## config.mk

```make
export PLATFORM = sky130hd
export DESIGN_NAME = serial_pattern_gen_flat
export DESIGN_NICKNAME = d
export VERILOG_FILES = /design/src/rtl/serial_pattern_gen_if.sv /design/src/rtl/serial_pattern_gen.sv /design/src/flat_wrapper.sv
export SDC_FILE = /design/constraint.sdc
export NUM_CORES = 1
export LEC_CHECK = 0
export ABC_AREA = 1
export CORE_MARGIN = 2
export CORE_UTILIZATION = 55
export DETAILED_ROUTE_END_ITERATION = 16
export DONT_BUFFER_PORTS = 1
export GPL_TIMING_DRIVEN = 0
export PLACE_DENSITY = 0.8
export SYNTH_ARGS = -nofsm -noshare
export SYNTH_HDL_FRONTEND = slang
export SYNTH_SLANG_ARGS = --single-unit
```

## constraint.sdc

```tcl
create_clock -name clk -period 2.85 [get_ports clk]
set_input_delay 0.285 -clock clk [delete_from_list [all_inputs] [get_ports clk]]
set_output_delay 0.285 -clock clk [all_outputs]
set_load 0.02 [all_outputs]
```

## src/rtl/serial_pattern_gen_if.sv

```systemverilog
// Handshake and data bundle between a frame controller and serial_pattern_gen.
// master drives the job request and bit-time strobe; slave returns the serial line and status.
interface serial_pattern_gen_if #(
   parameter int WIDTH = 6,
   parameter int REP_W = 4
);
   logic             clk_en;
   logic             start;
   logic [WIDTH-1:0] pattern;
   logic [REP_W-1:0] reps;
   logic             out;
   logic             valid;
   logic             busy;
   logic             done;

   modport master (
      output clk_en, start, pattern, reps,
      input  out, valid, busy, done
   );

   modport slave (
      input  clk_en, start, pattern, reps,
      output out, valid, busy, done
   );
endinterface

```

## src/rtl/serial_pattern_gen.sv

```systemverilog
// MSB-first serial frame transmitter with repeat count and inter-frame gaps.
// Optional trailing even-parity bit per frame when PATTERN_GEN_PARITY_EN is defined.
module serial_pattern_gen #(
   parameter int               WIDTH           = 6,
   parameter int               GAP             = 2,
   parameter int               REP_W           = 4,
   parameter logic [WIDTH-1:0] DEFAULT_PATTERN = 6'b101100
) (
   input logic               clk,
   input logic               reset,
   serial_pattern_gen_if.slave bus
);

   localparam int BCW = $clog2(WIDTH);
   localparam int GCW = (GAP > 1) ? $clog2(GAP) : 1;

   typedef enum logic [2:0] {
      ST_IDLE   = 3'd0,
      ST_SHIFT  = 3'd1,
      ST_GAP    = 3'd2,
`ifdef PATTERN_GEN_PARITY_EN
      ST_PARITY = 3'd4,
`endif
      ST_DONE   = 3'd3
   } state_t;

`ifdef PATTERN_GEN_PARITY_EN
   function automatic logic even_parity(input logic [WIDTH-1:0] v);
      return ^v;
   endfunction
`endif

   state_t           state_r,   state_s;
   logic [WIDTH-1:0] shift_r,   shift_s;
   logic [WIDTH-1:0] latched_r, latched_s;
   logic [BCW-1:0]   bit_cnt_r, bit_cnt_s;
   logic [GCW-1:0]   gap_cnt_r, gap_cnt_s;
   logic [REP_W-1:0] rep_cnt_r, rep_cnt_s;
   state_t           eof_state_s;
   logic [REP_W-1:0] eof_rep_s;
   logic             out_r,   out_s;
   logic             valid_r, valid_s;
   logic             busy_r,  busy_s;
   logic             done_r,  done_s;

   // End-of-frame decision: another repetition (via gap or straight back) or finish.
   always_comb begin
      eof_state_s = ST_DONE;
      eof_rep_s   = rep_cnt_r;
      if (rep_cnt_r > REP_W'(1)) begin
         eof_rep_s   = rep_cnt_r - REP_W'(1);
         eof_state_s = (GAP > 0) ? ST_GAP : ST_SHIFT;
      end else begin
         eof_rep_s   = rep_cnt_r;
         eof_state_s = ST_DONE;
      end
   end

   // Next-state and datapath update for the transmit sequencer.
   always_comb begin
      state_s   = state_r;
      shift_s   = shift_r;
      latched_s = latched_r;
      bit_cnt_s = bit_cnt_r;
      gap_cnt_s = gap_cnt_r;
      rep_cnt_s = rep_cnt_r;
      case (state_r)
         ST_IDLE: begin
            if (bus.start) begin
               shift_s   = bus.pattern;
               latched_s = bus.pattern;
               bit_cnt_s = {BCW{1'b0}};
               gap_cnt_s = {GCW{1'b0}};
               rep_cnt_s = (bus.reps == {REP_W{1'b0}}) ? REP_W'(1) : bus.reps;
               state_s   = ST_SHIFT;
            end else begin
               state_s   = ST_IDLE;
            end
         end
         ST_SHIFT: begin
            if (bus.clk_en) begin
               if (bit_cnt_r < BCW'(WIDTH - 1)) begin
                  shift_s   = {shift_r[WIDTH-2:0], 1'b0};
                  bit_cnt_s = bit_cnt_r + BCW'(1);
               end else begin
`ifdef PATTERN_GEN_PARITY_EN
                  state_s   = ST_PARITY;
`else
                  // Reloading here is harmless when heading to GAP or DONE.
                  shift_s   = latched_r;
                  bit_cnt_s = {BCW{1'b0}};
                  gap_cnt_s = {GCW{1'b0}};
                  rep_cnt_s = eof_rep_s;
                  state_s   = eof_state_s;
`endif
               end
            end else begin
               state_s = ST_SHIFT;
            end
         end
`ifdef PATTERN_GEN_PARITY_EN
         ST_PARITY: begin
            if (bus.clk_en) begin
               shift_s   = latched_r;
               bit_cnt_s = {BCW{1'b0}};
               gap_cnt_s = {GCW{1'b0}};
               rep_cnt_s = eof_rep_s;
               state_s   = eof_state_s;
            end else begin
               state_s = ST_PARITY;
            end
         end
`endif
         ST_GAP: begin
            if (bus.clk_en) begin
               if (gap_cnt_r == GCW'((GAP > 0) ? (GAP - 1) : 0)) begin
                  shift_s   = latched_r;
                  bit_cnt_s = {BCW{1'b0}};
                  gap_cnt_s = {GCW{1'b0}};
                  state_s   = ST_SHIFT;
               end else begin
                  gap_cnt_s = gap_cnt_r + GCW'(1);
               end
            end else begin
               state_s = ST_GAP;
            end
         end
         ST_DONE: begin
            state_s = ST_IDLE;
         end
         default: begin
            state_s = ST_IDLE;
         end
      endcase
   end

   // Output values for the coming cycle, derived from the next state so they can be registered.
   always_comb begin
      out_s   = 1'b0;
      valid_s = 1'b0;
      busy_s  = 1'b0;
      done_s  = 1'b0;
      case (state_s)
         ST_IDLE: begin
            out_s = 1'b0;
         end
         ST_SHIFT: begin
            out_s   = shift_s[WIDTH-1];
            valid_s = 1'b1;
            busy_s  = 1'b1;
         end
`ifdef PATTERN_GEN_PARITY_EN
         ST_PARITY: begin
            out_s   = even_parity(latched_s);
            valid_s = 1'b1;
            busy_s  = 1'b1;
         end
`endif
         ST_GAP: begin
            busy_s = 1'b1;
         end
         ST_DONE: begin
            done_s = 1'b1;
         end
         default: begin
            out_s = 1'b0;
         end
      endcase
   end

   // State, datapath and output registers.
   always_ff @(posedge clk or negedge reset) begin
      if (!reset) begin
         state_r   <= ST_IDLE;
         shift_r   <= DEFAULT_PATTERN;
         latched_r <= DEFAULT_PATTERN;
         bit_cnt_r <= {BCW{1'b0}};
         gap_cnt_r <= {GCW{1'b0}};
         rep_cnt_r <= {REP_W{1'b0}};
         out_r     <= 1'b0;
         valid_r   <= 1'b0;
         busy_r    <= 1'b0;
         done_r    <= 1'b0;
      end else begin
         state_r   <= state_s;
         shift_r   <= shift_s;
         latched_r <= latched_s;
         bit_cnt_r <= bit_cnt_s;
         gap_cnt_r <= gap_cnt_s;
         rep_cnt_r <= rep_cnt_s;
         out_r     <= out_s;
         valid_r   <= valid_s;
         busy_r    <= busy_s;
         done_r    <= done_s;
      end
   end

   assign bus.out   = out_r;
   assign bus.valid = valid_r;
   assign bus.busy  = busy_r;
   assign bus.done  = done_r;

endmodule

```

## src/flat_wrapper.sv

```systemverilog
// flat-port wrapper written by rule: the top's interface ports become plain ports
module serial_pattern_gen_flat 
#(
   parameter int               WIDTH           = 6,
   parameter int               GAP             = 2,
   parameter int               REP_W           = 4,
   parameter logic [WIDTH-1:0] DEFAULT_PATTERN = 6'b101100
)
  (clk, reset, bus_clk_en, bus_start, bus_pattern, bus_reps, bus_out, bus_valid, bus_busy, bus_done);
  serial_pattern_gen_if #(.WIDTH(WIDTH), .REP_W(REP_W)) bus_i ();
  input logic clk;
  input logic reset;
  input wire logic [$bits(bus_i.clk_en)-1:0] bus_clk_en;
  input wire logic [$bits(bus_i.start)-1:0] bus_start;
  input wire logic [$bits(bus_i.pattern)-1:0] bus_pattern;
  input wire logic [$bits(bus_i.reps)-1:0] bus_reps;
  output wire logic [$bits(bus_i.out)-1:0] bus_out;
  output wire logic [$bits(bus_i.valid)-1:0] bus_valid;
  output wire logic [$bits(bus_i.busy)-1:0] bus_busy;
  output wire logic [$bits(bus_i.done)-1:0] bus_done;
  assign bus_i.clk_en = bus_clk_en;
  assign bus_i.start = bus_start;
  assign bus_i.pattern = bus_pattern;
  assign bus_i.reps = bus_reps;
  assign bus_out = bus_i.out;
  assign bus_valid = bus_i.valid;
  assign bus_busy = bus_i.busy;
  assign bus_done = bus_i.done;
  serial_pattern_gen #(.WIDTH(WIDTH), .GAP(GAP), .REP_W(REP_W), .DEFAULT_PATTERN(DEFAULT_PATTERN)) u_core (.clk(clk), .reset(reset), .bus(bus_i));
endmodule
```

# Yosys cells after proc, flatten, opt, wreduce, memory -nomap -nowiden
# Cells that the tools add are included.
dict set report classes {
  add_sub_neg 3
  magnitude_cmp 2
  eq_ne 11
  n_mux 35
  n_reduce_logical 9
}
# operator n
set op_table {}
lappend op_table {{6-bit 2-to-1 mux} 5}
lappend op_table {{3-bit 2-to-1 mux} 9}
lappend op_table {{4-bit 2-to-1 mux} 5}
lappend op_table {{3-bit one-hot mux with 3 select lines} 2}
lappend op_table {{6-bit one-hot mux with 3 select lines} 1}
lappend op_table {{5-bit AND reduction} 3}
lappend op_table {{1-bit 2-to-1 mux} 11}
lappend op_table {{3-bit by 2-bit equality test with 1-bit output, second input constant} 3}
lappend op_table {{2-bit != test, second input constant} 4}
lappend op_table {{4-bit one-hot mux with 2 select lines} 1}
lappend op_table {{3-bit by 1-bit equality test with 1-bit output, second input constant} 2}
lappend op_table {{4-bit by 1-bit > comparator with 1-bit output, second input constant} 1}
lappend op_table {{4-bit logical NOT} 1}
lappend op_table {{2-bit by 1-bit != test with 1-bit output, second input constant} 2}
lappend op_table {{4-bit by 1-bit subtractor with 4-bit output, second input constant} 1}
lappend op_table {{3-bit by 1-bit adder with 3-bit output, second input constant} 1}
lappend op_table {{3-bit logical NOT} 1}
lappend op_table {{3-bit less-than comparator, second input constant} 1}
lappend op_table {{1-bit one-hot mux with 3 select lines} 1}
lappend op_table {{3-bit nonzero test} 1}
lappend op_table {{2-bit AND reduction} 1}
lappend op_table {{2-bit nonzero test} 1}
lappend op_table {{2-bit OR reduction} 1}
lappend op_table {{1-bit adder, second input constant} 1}
dict set report word_totals {
  regBits 27
  input_bits 14
  output_inout_bits 4
  elab_cells 71
}

# Logic depth before layout (Yosys ltp)
# Gate-level depths: netlist of the first run.
dict set report logic_depth {
  word_depth 8
  depth_mapped 11
  mapped_depth_nobuf 11
}

# Least setup slack after synthesis of the first run
# No wires, ideal clock.
dict set report synth_path {
  path_type {reg2reg}
  start {register u_core.rep_cnt_r[0]}
  end {register u_core.busy_r (netlist: u_core.bus.busy)}
  setup_time_ps 69
  arrival_ps 1223
  required_time_ps 2781
  slack_ps 1558
  path_stages_with_launch 11
  path_buffers 0
  synth_period_minus_slack_ps 1292
  path_cell_list {dfrtp_1 -> inv_1 -> ha_1 -> inv_1 -> nand2_1 -> nand2_1 -> nand3_1 -> nand2_4 -> nand2_4 -> and2_4 -> nor2_2}
}
dict set report synth_between {
  elab_chain_len 8
  word_cells_on_any_way 9
  classes_between {1 x order compare; 2 x eq/ne; 5 x mux; 1 x reduce/logical}
}
# element line
set synth_rtl {}
lappend synth_rtl {{start: declaration} serial_pattern_gen.sv:38} ;# logic [REP_W-1:0] rep_cnt_r, rep_cnt_s;
lappend synth_rtl {{start signal: assignment} serial_pattern_gen.sv:179} ;# rep_cnt_r <= {REP_W{1'b0}};
lappend synth_rtl {{start signal: assignment} serial_pattern_gen.sv:190} ;# rep_cnt_r <= rep_cnt_s;
lappend synth_rtl {{4-bit by 1-bit > comparator with 1-bit output (*)} serial_pattern_gen.sv:50} ;# if (rep_cnt_r > REP_W'(1)) begin
lappend synth_rtl {{1-bit 2-to-1 mux (*)} serial_pattern_gen.sv:50}
lappend synth_rtl {{3-bit 2-to-1 mux (*)} serial_pattern_gen.sv:82} ;# if (bit_cnt_r < BCW'(WIDTH - 1)) begin
lappend synth_rtl {{3-bit 2-to-1 mux (*)} serial_pattern_gen.sv:81} ;# if (bus.clk_en) begin
lappend synth_rtl {{3-bit one-hot mux with 3 select lines (*)} serial_pattern_gen.sv:67} ;# case (state_r)
lappend synth_rtl {{net u_core.state_s[0]} serial_pattern_gen.sv:33} ;# state_t state_r, state_s;
lappend synth_rtl {{3-bit by 1-bit equality test with 1-bit output / 3-bit by 2-bit equality test with 1-bit output (equally long branches)} serial_pattern_gen.sv:143} ;# case (state_s)
lappend synth_rtl {{2-bit OR reduction (no source line) (*)} --}
lappend synth_rtl {{1-bit 2-to-1 mux (*)} serial_pattern_gen.sv:143}
lappend synth_rtl {{net u_core.busy_s} serial_pattern_gen.sv:43} ;# logic busy_r, busy_s;
lappend synth_rtl {{end signal: assignment} serial_pattern_gen.sv:193} ;# busy_r <= busy_s;
lappend synth_rtl {{end: declaration} serial_pattern_gen.sv:43}
# Mark *: on every way through the listed nets, which the timed path passes. The rest lies on a longest branch.
# A chain may end at the register's enable or synchronous reset.

# Worst setup path after layout of the first run
dict set report layout_path {
  start {register u_core.state_r[2]}
  end {register u_core.rep_cnt_r[2]}
}
dict set report layout_between {
  elab_chain_len 3
  word_cells_on_any_way 9
  classes_between {5 x eq/ne; 1 x mux; 3 x reduce/logical}
}
# element line
set layout_rtl {}
lappend layout_rtl {{start: declaration} serial_pattern_gen.sv:33}
lappend layout_rtl {{start signal: assignment} serial_pattern_gen.sv:185} ;# state_r <= state_s;
lappend layout_rtl {{3-bit by 1-bit equality test with 1-bit output / 3-bit logical NOT (equally long branches)} serial_pattern_gen.sv:67}
lappend layout_rtl {{2-bit by 1-bit != test with 1-bit output (no source line), or another cell as far along} --}
lappend layout_rtl {{5-bit AND reduction (no source line)} --}
# Several ways; a longest one is shown, not always the timed one.

==> metrics.txt, run 1 <==
outcome complete, no violations; slowest cell on the critical path dfrtp_1; Final Hold Violating Endpoints 0; R2R Setup Slk 1.37 ns; mux cell area share after synthesis 3.82%; HPWL after DPL 2.04 mm; sinks on the clock net 27; path type of the worst setup path register to register; routed wire length on met2 1.39 mm; FILL cells 226; RR Startpoint u_core.state_r[2]; Worst Path Buf+Inv 2; WL per Instance 13.6 um; Worst Skew 0.00442 ns; Highest Clock Rate 676 MHz; post-route cell area 0.00157 sq mm; Critical Path Source u_core.state_r[2]; worst-path maximum fanout 10; vias per cell 5.64; Area Overhead vs Synth 6.46%; Synth Area in Simple Gates 29.1%; CP Capture Type register; Sequential Area 683 sq um; leading area contributor after synthesis dfrtp_1; Hold Path Stages 2; Root Buffer clkbuf_4; synthesized area 0.00147 sq mm; Compound-Gate Fraction of Synth Area 10.7%; Port Buf Inserts 0; crit share post-route 51.9%; Area contributors post-synth dfrtp_1 36%, dfstp_2 11%, nand2_1 9.2%; CTS buffer count 3; most frequent cells in the layout 36 x nand2_1, 21 x dfrtp_1, 14 x inv_1, 13 x nand3_1, 11 x nor2_1; WL final 2.70 mm; Max stage delay on crit path 0.46 ns; VDD IR max 0.398 mV; placed cell area 0.00151 sq mm; drt first pass iters 4; DRT antenna net count 0; DR vias 1,116; CP Data Required Time 3.10 ns; met3 routed WL 118 um; Core Area 0.00250 sq mm; CTS clock-pin slew for the worst setup and hold paths 0.14 ns; R2R Path End u_core.rep_cnt_r[2]; total track usage 19.0%; xor/xnor share of the synthesized area 1.19%; Starting Density 58.9%; post-layout min period 1.48 ns; DRT iter0 DRCs 61; register bit total from synthesis 27; Pwr Density 566 mW/mm^2; hold endpoint u_core.shift_r[0]; Syn Nets 179; RSZ-0062 raised after global routing no; first-pass GRT wire length 4.72 mm; CTS tree built; max cap viols 0; Rows 18; total gr overflow 0; Cell variety after synth 34; Synth Area in Adders 2.55%; Final Max Slew Viols 0; commonest non-fill, non-tap cell in the layout nand2_1; # diodes 0; average cell area after synthesis 9.09 sq um; Startpoint Class register; Critical Path AT 1.73 ns; Post-Synthesis Cells 162; Die ar. 0.00311 sq mm; Longest Clk Path Bufs 2; worst hold slack 0.0929 ns; area of the multi-input gates 702 sq um; crit path cell chain nor2_4 -> nand2_2 -> clkinv_4 -> nand2_2 -> nand2_1 -> nand2_2 -> inv_2 -> nand2_1 -> o21ai_1; most frequent CP cell nand2_2; dpl cells 192; Top Metal Used met4; Seq/Total Area, Yosys 46.4%; layout cell share with drive strength beyond 1 25.6%; routed metal-1 wirelength 1.15 mm; min-delay src bus_pattern[0]; Leak Pwr 0.739 nW; die span in x 55.7 um; fin nets 186; largest net degree at the start of global routing 28; final number of setup-violating endpoints 0; main combinational cell family by area after synthesis simple AND/OR/NAND/NOR gates; gpl congestion 0.834; DRC 0; H-tree Lvls 1; Worst R2R Path Depth 9; Tot Pwr 0.887 mW; Hold Path Class primary input to register; die extent in y 55.7 um; CP top delay family simple AND/OR/NAND/NOR gates; Worst-Skew Late Latency 0.32 ns; Finished Layout Cells 198; synth warn 0; top cell type's share of synthesized area 35.7%; vias in the first global route 1,112; IO Count 18; initial antenna violation count 0; Setup TNS 0 ns
metal layers:
layer	GRT usage (%)	vias to the layer above
li1	-	544
met1	23.3	540
met5	0	-
met3	3.49	6
met2	33.0	26
met4	7.67	0
cell type report:
type | count | share of cell area (%)
timing repair buffer | 2 | 1.92
inverter | 20 | 5.59
clock inverter | 1 | 0.319
tap | 30 | 2.39
sequential | 27 | 43.6
clock buffer | 3 | 1.44
multi-input combinational | 115 | 44.8
worst max path at each step:
stage	to	slack [ns]	depth (start not counted)
2_1_floorplan	u_core.bus.busy	1.56	10
3_3_place_gp	u_core.shift_r[0]	1.45	5
3_5_place_dp	u_core.shift_r[4]	1.40	5
4_1_cts	u_core.shift_r[4]	1.39	5
5_1_grt	u_core.bus.busy	1.24	10
6_report	u_core.rep_cnt_r[2]	1.37	9
registers in the layout, summed over array words and instances, names as in the netlist:
signal and flops:
u_core.latched_r 6, u_core.shift_r 6, u_core.rep_cnt_r 4, u_core.bit_cnt_r 3, u_core.state_r 3, u_core.bus.busy 1
u_core.bus.done 1, u_core.bus.out 1, u_core.bus.valid 1, u_core.gap_cnt_r 1
report_power, final:
group	switching, mW	total (mW)	internal [mW]
sequential	0.0501	0.507	0.456
combinational	0.133	0.222	0.0897
clock	0.106	0.158	0.0526
total	0.288	0.887	0.599
repair_timing:
item	in CTS	in global routing
resized for setup	0	0
hold buffers	2	0
buffers inserted	0	0
hold endpoints to repair	27	0
endpoints found under the setup margin	0	0
per-stage QoR:
stage                     util, %  worst slack, ns
after global routing         62.7             1.24
after CTS                    62.7             1.39
final                        62.7             1.37
after detailed placement     60.4             1.40
after global placement       60.4             1.45
after floorplan                 -             1.56
logic make-up after synthesis:
group / count (synthesis)
fa+ha+maj: 3
xor+xnor: 2
buf+inv: 20
compound gates: 24
flops: 27
other cells: 1
simple gates: 80
mux: 5
synth_stat cells:
library cell  instances
nor2_2                3
a21oi_1               3
nand2_2               4
inv_6                 1
o21ai_2               2
inv_4                 1
o31ai_1               1
xor2_1                1
clkinv_4              1
o21ai_4               1
o21ai_0               6
and2_4                1
nand3_2               2
dfstp_2               6
a22oi_1               5
inv_1                14
nand2_1              36
or2_2                 1
xnor2_1               1
mux2_2                5
nand3_4               2
ha_1                  3
nand4_1               2
inv_2                 3
nor2_4                1
conb_1                1
nand3b_1              1
a21oi_2               1
dfrtp_1              21
nand3_1              13
o21ai_1               5
nor2_1               11
nand2_4               2
nor2_8                1
Power figures use the tool's default switching activity.
==> inputs of run 2 (changes only) <==
Clock period 2.85 ns to 1.5 ns, I/O delays scaled along.
==> metrics.txt, run 2 (synthesized netlist as in run 1, its figures left out) <==
outcome complete, no violations; vias in the first global route 1,111; final core utilization 70.5%; initial antenna violation count 0; # diodes 0; gpl congestion 0.834; Core Area 0.00250 sq mm; Die ar. 0.00311 sq mm; RSZ-0062 raised after global routing yes; area of the multi-input gates 747 sq um; Worst path depth 8; Root Buffer clkbuf_4; FILL cells 188; crit share post-route 97.6%; HPWL after DPL 2.04 mm; Worst Path Buf+Inv 2; final number of setup-violating endpoints 0; CP Capture Type register; Hold Path Class primary input to register; largest net degree at the start of global routing 28; vias per cell 5.54; worst setup path endpoint u_core.bit_cnt_r[2]; Comb power frac 29.1%; Tot Pwr 1.81 mW; R2R Setup Slk 0.04 ns; worst-path maximum fanout 9; path type of the worst setup path register to register; post-layout min period 1.46 ns; total gr overflow 0; die extent in y 55.7 um; Worst Skew 0.00170 ns; most frequent cells in the layout 34 x nand2_1, 20 x dfrtp_1, 12 x inv_1, 11 x nand3_1, 10 x nor2_1; die span in x 55.7 um; Leak Pwr 0.822 nW; Startpoint Class register; Starting Density 58.9%; layout cell share with drive strength beyond 1 33.3%; IO Count 18; VDD IR max 0.744 mV; Final Max Slew Viols 0; CTS buffer count 3; DRT iter0 DRCs 70; Critical Path AT 1.73 ns; WL per Instance 14.6 um; power share of the sequential group 53.3%; Port Buf Inserts 0; Max stage delay on crit path 0.46 ns; first-pass GRT wire length 4.74 mm; slowest cell on the critical path dfrtp_2; drt first pass iters 4; sinks on the clock net 27; switching pwr 0.616 mW; Longest Clk Path Bufs 2; Worst-Skew Late Latency 0.32 ns; fin nets 201; max cap viols 0; RR Startpoint u_core.state_r[1]; Worst R2R Path Depth 8; total track usage 19.0%; switching part of the total 34.0%; CTS tree built; Sequential Area 684 sq um; DR vias 1,180; H-tree Lvls 1; DRT antenna net count 0; Final Hold Violating Endpoints 0; power share of the clock group 17.5%; CP top delay family simple AND/OR/NAND/NOR gates; Int Power 1.19 mW; registers with the most flip-flops u_core.latched_r (6), u_core.shift_r (6), u_core.rep_cnt_r (4); Critical Path Source u_core.state_r[1]; Highest Clock Rate 683 MHz; CP Data Required Time 1.76 ns; crit path cell chain nor2_4 -> buf_4 -> nand3_2 -> nand2_2 -> inv_2 -> nand3_4 -> nand2_1 -> o21ai_1; WL final 3.12 mm; DRC 0; Area Overhead vs Synth 19.6%; R2R Path End u_core.bit_cnt_r[2]; commonest non-fill, non-tap cell in the layout nand2_1; Rows 18; Pwr Density 1030 mW/mm^2; CTS clock-pin slew for the worst setup and hold paths 0.14 ns
run 2: layout make-up:
cell class                 count  area share [%]
sequential                    27            38.8
timing repair buffer          17            9.94
clock buffer                   3            1.28
multi-input combinational    115            42.4
tap                           30            2.13
clock inverter                 1           0.284
inverter                      20            5.11
run 2: worst min path at each step:
| stage | cells after the start | slack, ns | endpoint | startpoint |
|---|---|---|---|---|
| 2_1_floorplan | 0 | -0.15 | u_core.bit_cnt_r[0] | reset |
| 3_3_place_gp | 0 | -0.14 | u_core.rep_cnt_r[2] | reset |
| 3_5_place_dp | 0 | -0.14 | u_core.rep_cnt_r[3] | reset |
| 4_1_cts | 4 | 0.04 | u_core.rep_cnt_r[3] | bus_reps[3] |
| 5_1_grt | 3 | 0.02 | u_core.state_r[0] | bus_clk_en |
| 6_report | 3 | 0.03 | u_core.state_r[0] | bus_clk_en |
run 2: per-stage QoR:
step / setup TNS (ns) / hold WS, ns / std cells / area (sq um) / setup slack, ns
2_1_floorplan: 0 / -0.146 / 162 / 1470 / 0.208
3_3_place_gp: 0 / -0.145 / 192 / 1510 / 0.0980
3_5_place_dp: 0 / -0.145 / 192 / 1510 / 0.0534
4_1_cts: 0 / 0.0372 / 206 / 1650 / 0.0355
5_1_grt: -0.0626 / 0.0242 / 213 / 1760 / -0.0306
6_report: 0 / 0.0287 / 213 / 1760 / 0.0355
run 2: repair_timing:
| item | 4_1_cts | 5_1_grt |
|---|---|---|
| hold buffers | 10 | 0 |
| setup buffers | 0 | 7 |
| gates resized for setup | 0 | 15 |
| hold endpoints to repair | 39 | 0 |
| endpoints found under the setup margin | 0 | 14 |
run 2: power groups by stage:
stage | registers [mW] | logic (mW) | clock network (mW)
finish | 0.965 | 0.527 | 0.317
global route | 0.979 | 0.590 | 0.352
CTS | 0.960 | 0.445 | 0.321
detailed placement | 0.975 | 0.399 | 0
global placement | 0.969 | 0.372 | 0
floorplan | 0.954 | 0.330 | 0
run 2: routing by layer:
metal  wire length (um)  global-route usage [%]
met5                  0                       0
met4                 53                    7.67
met3                107                    3.72
met2               1640                    33.0
met1               1320                    23.1
run 2: worst min-delay path: cells and delay by family:
kind	cells	cell delay, ns
AND/OR/NAND/NOR	3	0.18
==> inputs of run 3 (changes only) <==
Settings changed: HOLD_SLACK_MARGIN set to 0.05.
==> metrics.txt, run 3 (synthesized netlist as in run 1, its figures left out) <==
first-pass GRT wire length 4.77 mm; Final Hold Violating Endpoints 0; Longest Clk Path Bufs 2; # diodes 0; Critical Path AT 1.73 ns; FILL cells 184; Area Overhead vs Synth 21.0%; gpl congestion 0.834; crit path cell chain nor2_4 -> buf_4 -> nand3_2 -> nand2_2 -> inv_2 -> nand3_4 -> nand2_1 -> o21ai_1; vias per cell 5.61; Port Buf Inserts 0; slowest cell on the critical path dfrtp_2; routed wire length on met2 1.68 mm; area of the multi-input gates 747 sq um; die span in x 55.7 um; drt first pass iters 4; Sequential Area 684 sq um; most frequent cells in the layout 34 x nand2_1, 20 x dfrtp_1, 12 x inv_1, 11 x nand3_1, 11 x dlygate4sd3_1; RSZ-0062 raised after global routing yes; sinks on the clock net 27; post-layout min period 1.46 ns; DRC 0; dpl cells 192; VDD IR max 0.742 mV; Rows 18; Critical Path Source u_core.state_r[1]; total track usage 19.1%; RR Startpoint u_core.state_r[1]; Hold Path Class primary input to register; CTS clock-pin slew for the worst setup and hold paths 0.14 ns; Max stage delay on crit path 0.47 ns; CP top delay family simple AND/OR/NAND/NOR gates; die extent in y 55.7 um; Worst-Skew Late Latency 0.32 ns; Finished Layout Cells 215; Starting Density 58.9%; Final Max Slew Viols 0; initial antenna violation count 0; Startpoint Class register; WL per Instance 14.8 um; DR vias 1,206; final number of setup-violating endpoints 0; total gr overflow 0; max cap viols 0; path type of the worst setup path register to register; met3 routed WL 145 um; Pwr Density 1020 mW/mm^2; Leak Pwr 0.831 nW; WL final 3.19 mm; Top Metal Used met4; worst slack at placement 0.0534 ns; crit share post-route 97.6%; vias in the first global route 1,120; CP Capture Type register; CP Data Required Time 1.76 ns; commonest non-fill, non-tap cell in the layout nand2_1; Highest Clock Rate 683 MHz; DRT antenna net count 0; final core utilization 71.3%; min-delay src bus_reps[1]; fin nets 203; DRT iter0 DRCs 62; routed metal-1 wirelength 1.33 mm; registers with the most flip-flops u_core.latched_r (6), u_core.shift_r (6), u_core.rep_cnt_r (4); CTS tree built; H-tree Lvls 1; final setup margin 0.0356 ns; CTS buffer count 3; largest net degree at the start of global routing 28; layout cell share with drive strength beyond 1 33.0%; Worst Skew 0.00197 ns; Core Area 0.00250 sq mm; IO Count 18; outcome complete, no violations; Worst Path Buf+Inv 2; worst-path maximum fanout 9; Die ar. 0.00311 sq mm; HPWL after DPL 2.04 mm; Root Buffer clkbuf_4
## run 3: area by class of cell
cell class | instances | area share, %
Inverter | 20 | 5.06
Clock inverter | 1 | 0.281
Sequential cell | 27 | 38.4
Multi-Input combinational cell | 115 | 41.9
Timing Repair Buffer | 19 | 11.0
Clock buffer | 3 | 1.26
Tap cell | 30 | 2.11
## run 3: timing repair
item | CTS | global route
endpoints found under the setup margin | 0 | 14
endpoints found under the hold margin | 41 | 1
setup buffers | 0 | 7
gates resized for setup | 0 | 15
hold buffers | 11 | 1
## run 3: final timing paths
path,end,slack [ns],cells past startpoint
worst max-delay path,u_core.bit_cnt_r[2],0.04,8
worst min-delay path,u_core.rep_cnt_r[1],0.06,2
worst max register to register,u_core.bit_cnt_r[2],0.04,8
worst min register to register,u_core.shift_r[0],0.50,2
max in group asynchronous,u_core.latched_r[5],1.02,2
min in group asynchronous,u_core.rep_cnt_r[0],0.25,2
## run 3: report_power, final
group          total [mW]  switching, mW  leakage, nW  internal [mW]
combinational       0.533          0.303        0.482          0.230
clock               0.315          0.214       0.0177          0.100
sequential          0.965         0.0984        0.331          0.867
## run 3: through the flow
stage	total power [mW]	instance area (sq um)	TNS (ns)	hold slack, ns
finish	1.81	1780	0	0.0589
CTS	1.73	1660	0	0.0630
detailed placement	1.37	1510	0	-0.145
global route	1.93	1780	-0.0647	0.0856
global placement	1.34	1510	0	-0.145
floorplan	1.28	1470	0	-0.146
## run 3: layer usage
layer | track usage, % | vias to the layer above
li1 | - | 572
met1 | 23.1 | 583
met2 | 33.3 | 43
met3 | 3.72 | 8
met4 | 7.67 | 0
met5 | 0 | -
